### config.mk
export PLATFORM = sky130hd
export DESIGN_NAME = nav_motor_controller
export DESIGN_NICKNAME = d
export VERILOG_FILES = /design/src/rtl/nav_motor_controller.sv
export SDC_FILE = /design/constraint.sdc
export NUM_CORES = 1
export LEC_CHECK = 0
export BUFFER_PORTS_ARGS = -buffer_cell sky130_fd_sc_hd__buf_2
export CAP_MARGIN = 20
export CORE_AREA = 2 2 102 104
export DETAILED_ROUTE_END_ITERATION = 10
export DIE_AREA = 0 0 104 106
export GPL_TIMING_DRIVEN = 0
export MAX_ROUTING_LAYER = met4
export PLACE_DENSITY = 0.72
export RECOVER_POWER = 100
export SLEW_MARGIN = 10
export SYNTH_ARGS = -nofsm -noshare
export SYNTH_HDL_FRONTEND = slang
export SYNTH_SLANG_ARGS = --single-unit
### constraint.sdc
create_clock -name clk -period 3.9 [get_ports clk]
set_input_delay 0.39 -clock clk [delete_from_list [all_inputs] [get_ports clk]]
set_output_delay 0.39 -clock clk [all_outputs]
set_load 0.01 [all_outputs]
### src/rtl/nav_motor_controller.sv
// nav_motor_controller
//   Obstacle-avoidance motor controller for the RC platform. Front/left/right
//   range samples feed a hysteretic front-obstacle flag; an FSM runs a
//   forward / back-up / turn-toward-open-side sequence with programmable
//   durations and latches a fault once the retry budget is spent. The motor
//   enable is a PWM whose duty only changes at period boundaries.
//
//   Ports:
//     clk            in   system clock (125 MHz)
//     reset          in   synchronous, active-high
//     enable         in   run request; low forces STOP and clears a fault
//     dist_valid     in   one-cycle strobe, all three distances valid
//     distance_front in   DIST_W front range sample
//     distance_left  in   DIST_W left range sample
//     distance_right in   DIST_W right range sample
//     speed          in   PWM_W forward duty
//     direction      out  one-hot: FWD 00001, BACK 00010, LEFT 00100,
//                         RIGHT 01000, STOP 10000
//     pwm_signal     out  motor enable PWM
//     fault          out  boxed-in fault latched
//
//   Build option: define MOTOR_SOFTSTART_EN to ramp the PWM duty by one step
//   per PWM period toward its target instead of jumping to it.
module nav_motor_controller #(
    parameter int DIST_W           = 16,
    parameter int OBST_TH          = 13,
    parameter int HYST             = 4,
    parameter int BACKUP_CYCLES    = 6250000,
    parameter int TURN_CYCLES      = 16777215,
    parameter int FWD_CLEAR_CYCLES = 12500000,
    parameter int MAX_RETRY        = 3,
    parameter int PWM_W            = 8,
    parameter logic [PWM_W-1:0] TURN_DUTY = 8'd160
) (
    input  logic              clk,
    input  logic              reset,
    input  logic              enable,
    input  logic              dist_valid,
    input  logic [DIST_W-1:0] distance_front,
    input  logic [DIST_W-1:0] distance_left,
    input  logic [DIST_W-1:0] distance_right,
    input  logic [PWM_W-1:0]  speed,
    output logic [4:0]        direction,
    output logic              pwm_signal,
    output logic              fault
);

    localparam int TMR_MAX = (BACKUP_CYCLES > TURN_CYCLES) ? BACKUP_CYCLES : TURN_CYCLES;
    localparam int TMR_W   = ($clog2(TMR_MAX) < 1) ? 1 : $clog2(TMR_MAX);
    localparam int CLR_W   = ($clog2(FWD_CLEAR_CYCLES) < 1) ? 1 : $clog2(FWD_CLEAR_CYCLES);

    localparam logic [TMR_W-1:0]  BACK_LOAD = TMR_W'(BACKUP_CYCLES - 1);
    localparam logic [TMR_W-1:0]  TURN_LOAD = TMR_W'(TURN_CYCLES - 1);
    localparam logic [CLR_W-1:0]  CLR_LAST  = CLR_W'(FWD_CLEAR_CYCLES - 1);
    localparam logic [3:0]        MAX_R     = 4'(MAX_RETRY);

    // Thresholds are one bit wider than the samples so OBST_TH + HYST never wraps.
    localparam logic [DIST_W:0]   SET_TH    = (DIST_W+1)'(OBST_TH);
    localparam logic [DIST_W:0]   CLR_TH    = (DIST_W+1)'(OBST_TH + HYST);

    localparam logic [4:0] DIR_FWD   = 5'b00001;
    localparam logic [4:0] DIR_BACK  = 5'b00010;
    localparam logic [4:0] DIR_LEFT  = 5'b00100;
    localparam logic [4:0] DIR_RIGHT = 5'b01000;
    localparam logic [4:0] DIR_STOP  = 5'b10000;

    typedef enum logic [2:0] {
        S_IDLE,
        S_FWD,
        S_BACK,
        S_TURN_L,
        S_TURN_R,
        S_FAULT
    } state_t;

    state_t              state;
    state_t              state_next;
    logic                blocked;
    logic                blocked_next;
    logic [DIST_W-1:0]   left_q;
    logic [DIST_W-1:0]   right_q;
    logic [TMR_W-1:0]    timer;
    logic [CLR_W-1:0]    clr_cnt;
    logic [3:0]          retry_cnt;
    logic [PWM_W-1:0]    pwm_cnt;
    logic [PWM_W-1:0]    pwm_cnt_next;
    logic [PWM_W-1:0]    duty_active;
    logic [PWM_W-1:0]    duty_next;
    logic [PWM_W-1:0]    duty_target;
    logic [4:0]          dir_next;
    logic                fault_next;
    logic                pwm_next;
    logic [DIST_W:0]     front_ext;

`ifdef MOTOR_SOFTSTART_EN
    function automatic logic [PWM_W-1:0] step_toward(input logic [PWM_W-1:0] cur,
                                                     input logic [PWM_W-1:0] tgt);
        if (cur < tgt)
            return cur + PWM_W'(1);
        else if (cur > tgt)
            return cur - PWM_W'(1);
        else
            return cur;
    endfunction
`endif

    // Range sampling: hysteretic front flag, side samples kept for the turn choice
    always_comb begin
        front_ext    = {1'b0, distance_front};
        blocked_next = blocked;
        if (front_ext <= SET_TH)
            blocked_next = 1'b1;
        else if (front_ext >= CLR_TH)
            blocked_next = 1'b0;
    end

    always_ff @(posedge clk) begin
        if (dist_valid) begin
            left_q  <= distance_left;
            right_q <= distance_right;
        end
    end

    // FSM next state
    always_comb begin
        state_next = state;
        if (!enable) begin
            state_next = S_IDLE;
        end else begin
            case (state)
                S_IDLE:   state_next = S_FWD;
                S_FWD:    if (blocked) state_next = (retry_cnt < MAX_R) ? S_BACK : S_FAULT;
                S_BACK:   if (timer == '0) state_next = (left_q > right_q) ? S_TURN_L : S_TURN_R;
                S_TURN_L: if (timer == '0) state_next = S_FWD;
                S_TURN_R: if (timer == '0) state_next = S_FWD;
                S_FAULT:  state_next = S_FAULT;
                default:  state_next = S_IDLE;
            endcase
        end
    end

    // FSM outputs, decoded from the next state so the registered outputs track it
    always_comb begin
        dir_next    = DIR_STOP;
        duty_target = '0;
        fault_next  = 1'b0;
        case (state_next)
            S_FWD: begin
                dir_next    = DIR_FWD;
                duty_target = speed;
            end
            S_BACK: begin
                dir_next    = DIR_BACK;
                duty_target = TURN_DUTY;
            end
            S_TURN_L: begin
                dir_next    = DIR_LEFT;
                duty_target = TURN_DUTY;
            end
            S_TURN_R: begin
                dir_next    = DIR_RIGHT;
                duty_target = TURN_DUTY;
            end
            S_FAULT:  fault_next = 1'b1;
            default:  ;
        endcase
    end

    // PWM: duty only moves when the counter wraps, except the forced stop
    always_comb begin
        pwm_cnt_next = pwm_cnt + PWM_W'(1);
        duty_next    = duty_active;
        if (state_next == S_IDLE || state_next == S_FAULT) begin
            duty_next = '0;
        end else if (pwm_cnt_next == '0) begin
`ifdef MOTOR_SOFTSTART_EN
            duty_next = step_toward(duty_active, duty_target);
`else
            duty_next = duty_target;
`endif
        end
        pwm_next = (pwm_cnt_next < duty_next);
    end

    // State, counters and registered outputs
    always_ff @(posedge clk) begin
        if (reset) begin
            state       <= S_IDLE;
            blocked     <= 1'b0;
            timer       <= '0;
            clr_cnt     <= '0;
            retry_cnt   <= '0;
            pwm_cnt     <= '0;
            duty_active <= '0;
            direction   <= DIR_STOP;
            pwm_signal  <= 1'b0;
            fault       <= 1'b0;
        end else begin
            state       <= state_next;
            direction   <= dir_next;
            fault       <= fault_next;
            pwm_cnt     <= pwm_cnt_next;
            duty_active <= duty_next;
            pwm_signal  <= pwm_next;

            if (dist_valid)
                blocked <= blocked_next;

            // One timer serves every manoeuvre: loaded on entry, counts down to 0.
            if (!enable) begin
                timer <= '0;
            end else if (state_next != state) begin
                case (state_next)
                    S_BACK:             timer <= BACK_LOAD;
                    S_TURN_L, S_TURN_R: timer <= TURN_LOAD;
                    default:            timer <= '0;
                endcase
            end else if (timer != '0) begin
                timer <= timer - TMR_W'(1);
            end

            // Blocked wins over a clear-counter completion in the same cycle.
            if (!enable) begin
                clr_cnt   <= '0;
                retry_cnt <= '0;
            end else if (state == S_FWD) begin
                if (blocked) begin
                    clr_cnt <= '0;
                    if (retry_cnt < MAX_R)
                        retry_cnt <= retry_cnt + 4'd1;
                end else if (clr_cnt == CLR_LAST) begin
                    clr_cnt   <= '0;
                    retry_cnt <= '0;
                end else begin
                    clr_cnt <= clr_cnt + CLR_W'(1);
                end
            end else begin
                clr_cnt <= '0;
            end
        end
    end

endmodule

==> metrics.txt <==
status finished, violations left; failing checks capacitance limit, slew limit; vias just over 4000; Post-Route WL about 10000 microns; first-pass GRT wire length 18000 microns; CP Capture Type flop; Mapped Area approximately 5300 sq um; clock root cell clkbuf_8; Final Core Density 0.590; Internal Dissipation about 2.6 mW; # DRC 0; Seq/Total Area, Yosys 0.483; Final nets about 700; Worst VDD drop around 0.51 mV; CTS tree done; Maximum Capacitance Violations 1; GRT Total Usage 0.204; slowest stage cell, crit path o41ai_1; crit path cell chain inv_1, ha_1, nor3b_1, nand2_1, o41ai_1, o21a_1, and2b_1, a22o_1, nand2_1, ha_1, nor2b_1, o21ai_0, o211ai_1, a21oi_1; GPL Wtd Cong 0.839; CP Buf/Inv Count 1; TNS Setup 0 ps; Detail Route Antenna Nets 0; Overflow after GRT 0; Seq pwr share 0.337; Final Critical Period 3380 ps; H-tree Lvls 3; final worst setup slack around 520 ps; Slew Limit Fails 35; largest net degree at the start of global routing 35; slew margin rel. -0.205; combinational share of power 0.503; crit path max fanout 9; DP Worst Slack about 670 ps; Cell Rows 37; layout cells sized above 1 0.129; post-synthesis cell count ~540; final setup vio count 0; Crit Path Class flop to flop; die area approximately 11000 sq um; Layout Area Growth over Synthesis 12.2%; clk slew on worst S/H paths 110 ps; Post-synth EDFFs 32; worst slew pin tran between 1500 and 2000 ps; FF+latch count, synth roughly 110; CTS Hold Bufs 0; crit-path max cell delay between 400 and 500 ps; Core ar. approximately 10000 sq um; setup bufs post-CTS 0; routed len/inst approximately 14 microns; Clock Sinks 111; RSZ-0062 raised after global routing no; Pleak around 2.3 nW; Net Switching between 1.5 and 2 mW; Die Height 106 microns; Worst Path Required around 4200 ps; initial core utilization 0.526; Sw Ratio 0.410; number of I/O port buffers 65; Num CTS Buffers 9; PD cells roughly 760 nW/um^2; clk_skew about 12 ps; width of the chip 104 microns; Yosys warnings 0; post_cts resized 0; Ports between 60 and 70; CP arrival about 3700 ps; vias per cell approximately 5.4; n_diodes 0; hold crit path type input pin to flop; Fin. Hold Viols 0; cell family with most CP delay compound AO/OA/AOI/OAI gates; ys flop type dfxtp_1; DP Cell Count roughly 740; FFs w/ async S/R, synth 0; vias in the first global route ~4100; Clock power frac 0.160; Syn Nets roughly 630; Worst-Skew Late Latency approximately 370 ps; Tcrit/Tclk final 0.866; Netlist cell types 64; drt first pass iters 5; Setup crit start kind flop; Fmax 0.296 GHz; fin cells about 760; Longest Clk Path Bufs 2; antenna violations before repair 0; Starting DRT DRC Count 194; Post-DP HPWL approximately 7800 microns; Mean Syn Cell Area roughly 9.8 sq um
==> synthesized netlist by cell type (3+ instances only) <==
cell / number / share of area
a21oi_1: 14 / 0.013
a22o_1: 5 / 0.0083
a31oi_1: 5 / 0.0059
and2_1: 4 / 0.0048
and3_1: 6 / 0.0071
clkbuf_1: 9 / 0.0064
dfxtp_1: 79 / 0.30
edfxtp_1: 32 / 0.18
ha_1: 28 / 0.067
inv_1: 33 / 0.024
nand2_1: 34 / 0.024
nand2b_1: 7 / 0.0083
nand3_1: 16 / 0.015
nand4_1: 14 / 0.017
nor2_1: 62 / 0.044
nor2b_1: 13 / 0.015
nor3_1: 13 / 0.012
nor4_1: 16 / 0.019
o211ai_1: 3 / 0.0043
o21ai_0: 15 / 0.014
o21ai_1: 21 / 0.020
or3_1: 4 / 0.0048
xnor2_1: 37 / 0.062
xor2_1: 15 / 0.025
==> layout by cell type (no fill, tap or decap), drive strengths merged, types with 3 or more instances in the layout <==
cell type	instances
nor2	63
nor4	20
a21oi	14
a31oi	6
nor3	13
dfxtp	79
nor2b	13
nand3	17
inv	36
buf	57
or3	5
and2	4
o211ai	3
ha	28
nand2	35
a22o	5
clkbuf	30
nand2b	7
and3	6
edfxtp	32
xor2	15
xnor2	37
nand4	15
o21ai	36
==> metrics by stage <==
| stage | power [mW] | hold WS (ps) | instance area (sq um) |
|---|---|---|---|
| finish | 4.47 | 186 | 5900 |
| global route | 4.83 | 155 | 5900 |
| CTS | 4.56 | 169 | 5960 |
| detailed placement | 3.83 | 437 | 5760 |
| global placement | 3.76 | 428 | 5760 |
| floorplan | 3.42 | 418 | 5260 |
==> cell type report <==
| type | instances | area [sq um] |
|---|---|---|
| Buffer | 13 | 56.3 |
| Clock buffer | 9 | 124 |
| Clock inverter | 7 | 80.1 |
| Fill cell | 900 | 4100 |
| Inverter | 33 | 124 |
| Multi-Input combinational cell | 381 | 2490 |
| Sequential cell | 111 | 2540 |
| Tap cell | 136 | 170 |
| Timing Repair Buffer | 65 | 314 |
==> worst reg2reg max path, cell delays in order (launching register included) <==
cell      delay (ps)
dfxtp_1          360
inv_1             60
ha_1             210
nor3b_1          310
nand2_1          330
o41ai_1          470
o21a_1           260
and2b_1          240
a22o_1           180
nand2_1           60
ha_1             300
nor2b_1          130
o21ai_0          140
o211ai_1         120
a21oi_1          140
==> path summary, 6_finish.rpt <==
check                                   startpoint           end  slack, ps  cells past startpoint
worst max-delay path                      timer[0]    pwm_signal        520                     14
worst min-delay path            distance_right[15]   right_q[15]        190                      1
worst max register to register            timer[0]    pwm_signal        520                     14
worst min register to register        retry_cnt[2]  retry_cnt[2]        450                      2
==> cells by family after synthesis <==
family	count (synthesis)	share of synthesized area
mux	1	0.00190
flops	111	0.483
compound gates	88	0.108
simple gates	212	0.218
fa+ha+maj	28	0.0666
xor+xnor	52	0.0865
buf+inv	46	0.0359
==> routing by layer <==
layer  up-vias  global-route usage  wire length, microns
li1       2060                   -                     -
met1      1917               0.249                  4800
met2        88               0.345                  5070
met3        14              0.0300                   344
met4         0              0.0743                   181
met5         -                   -                     0
==> sequential cells by signal (all words and copies together) (netlist names) <==
signal and cells:
pwm_signal 1, duty_active 8, clr_cnt 24, left_q 16, right_q 16, pwm_cnt 8, retry_cnt 4, fault 1
direction 5, blocked 1, state 3, timer 24
==> power groups by stage <==
stage | logic [mW] | clock network (mW) | registers (mW)
floorplan | 1.92 | 0 | 1.50
global placement | 2.25 | 0 | 1.51
detailed placement | 2.30 | 0 | 1.53
CTS | 2.33 | 0.732 | 1.50
global route | 2.52 | 0.785 | 1.52
finish | 2.25 | 0.716 | 1.50
(Power assumes the default switching activity.)
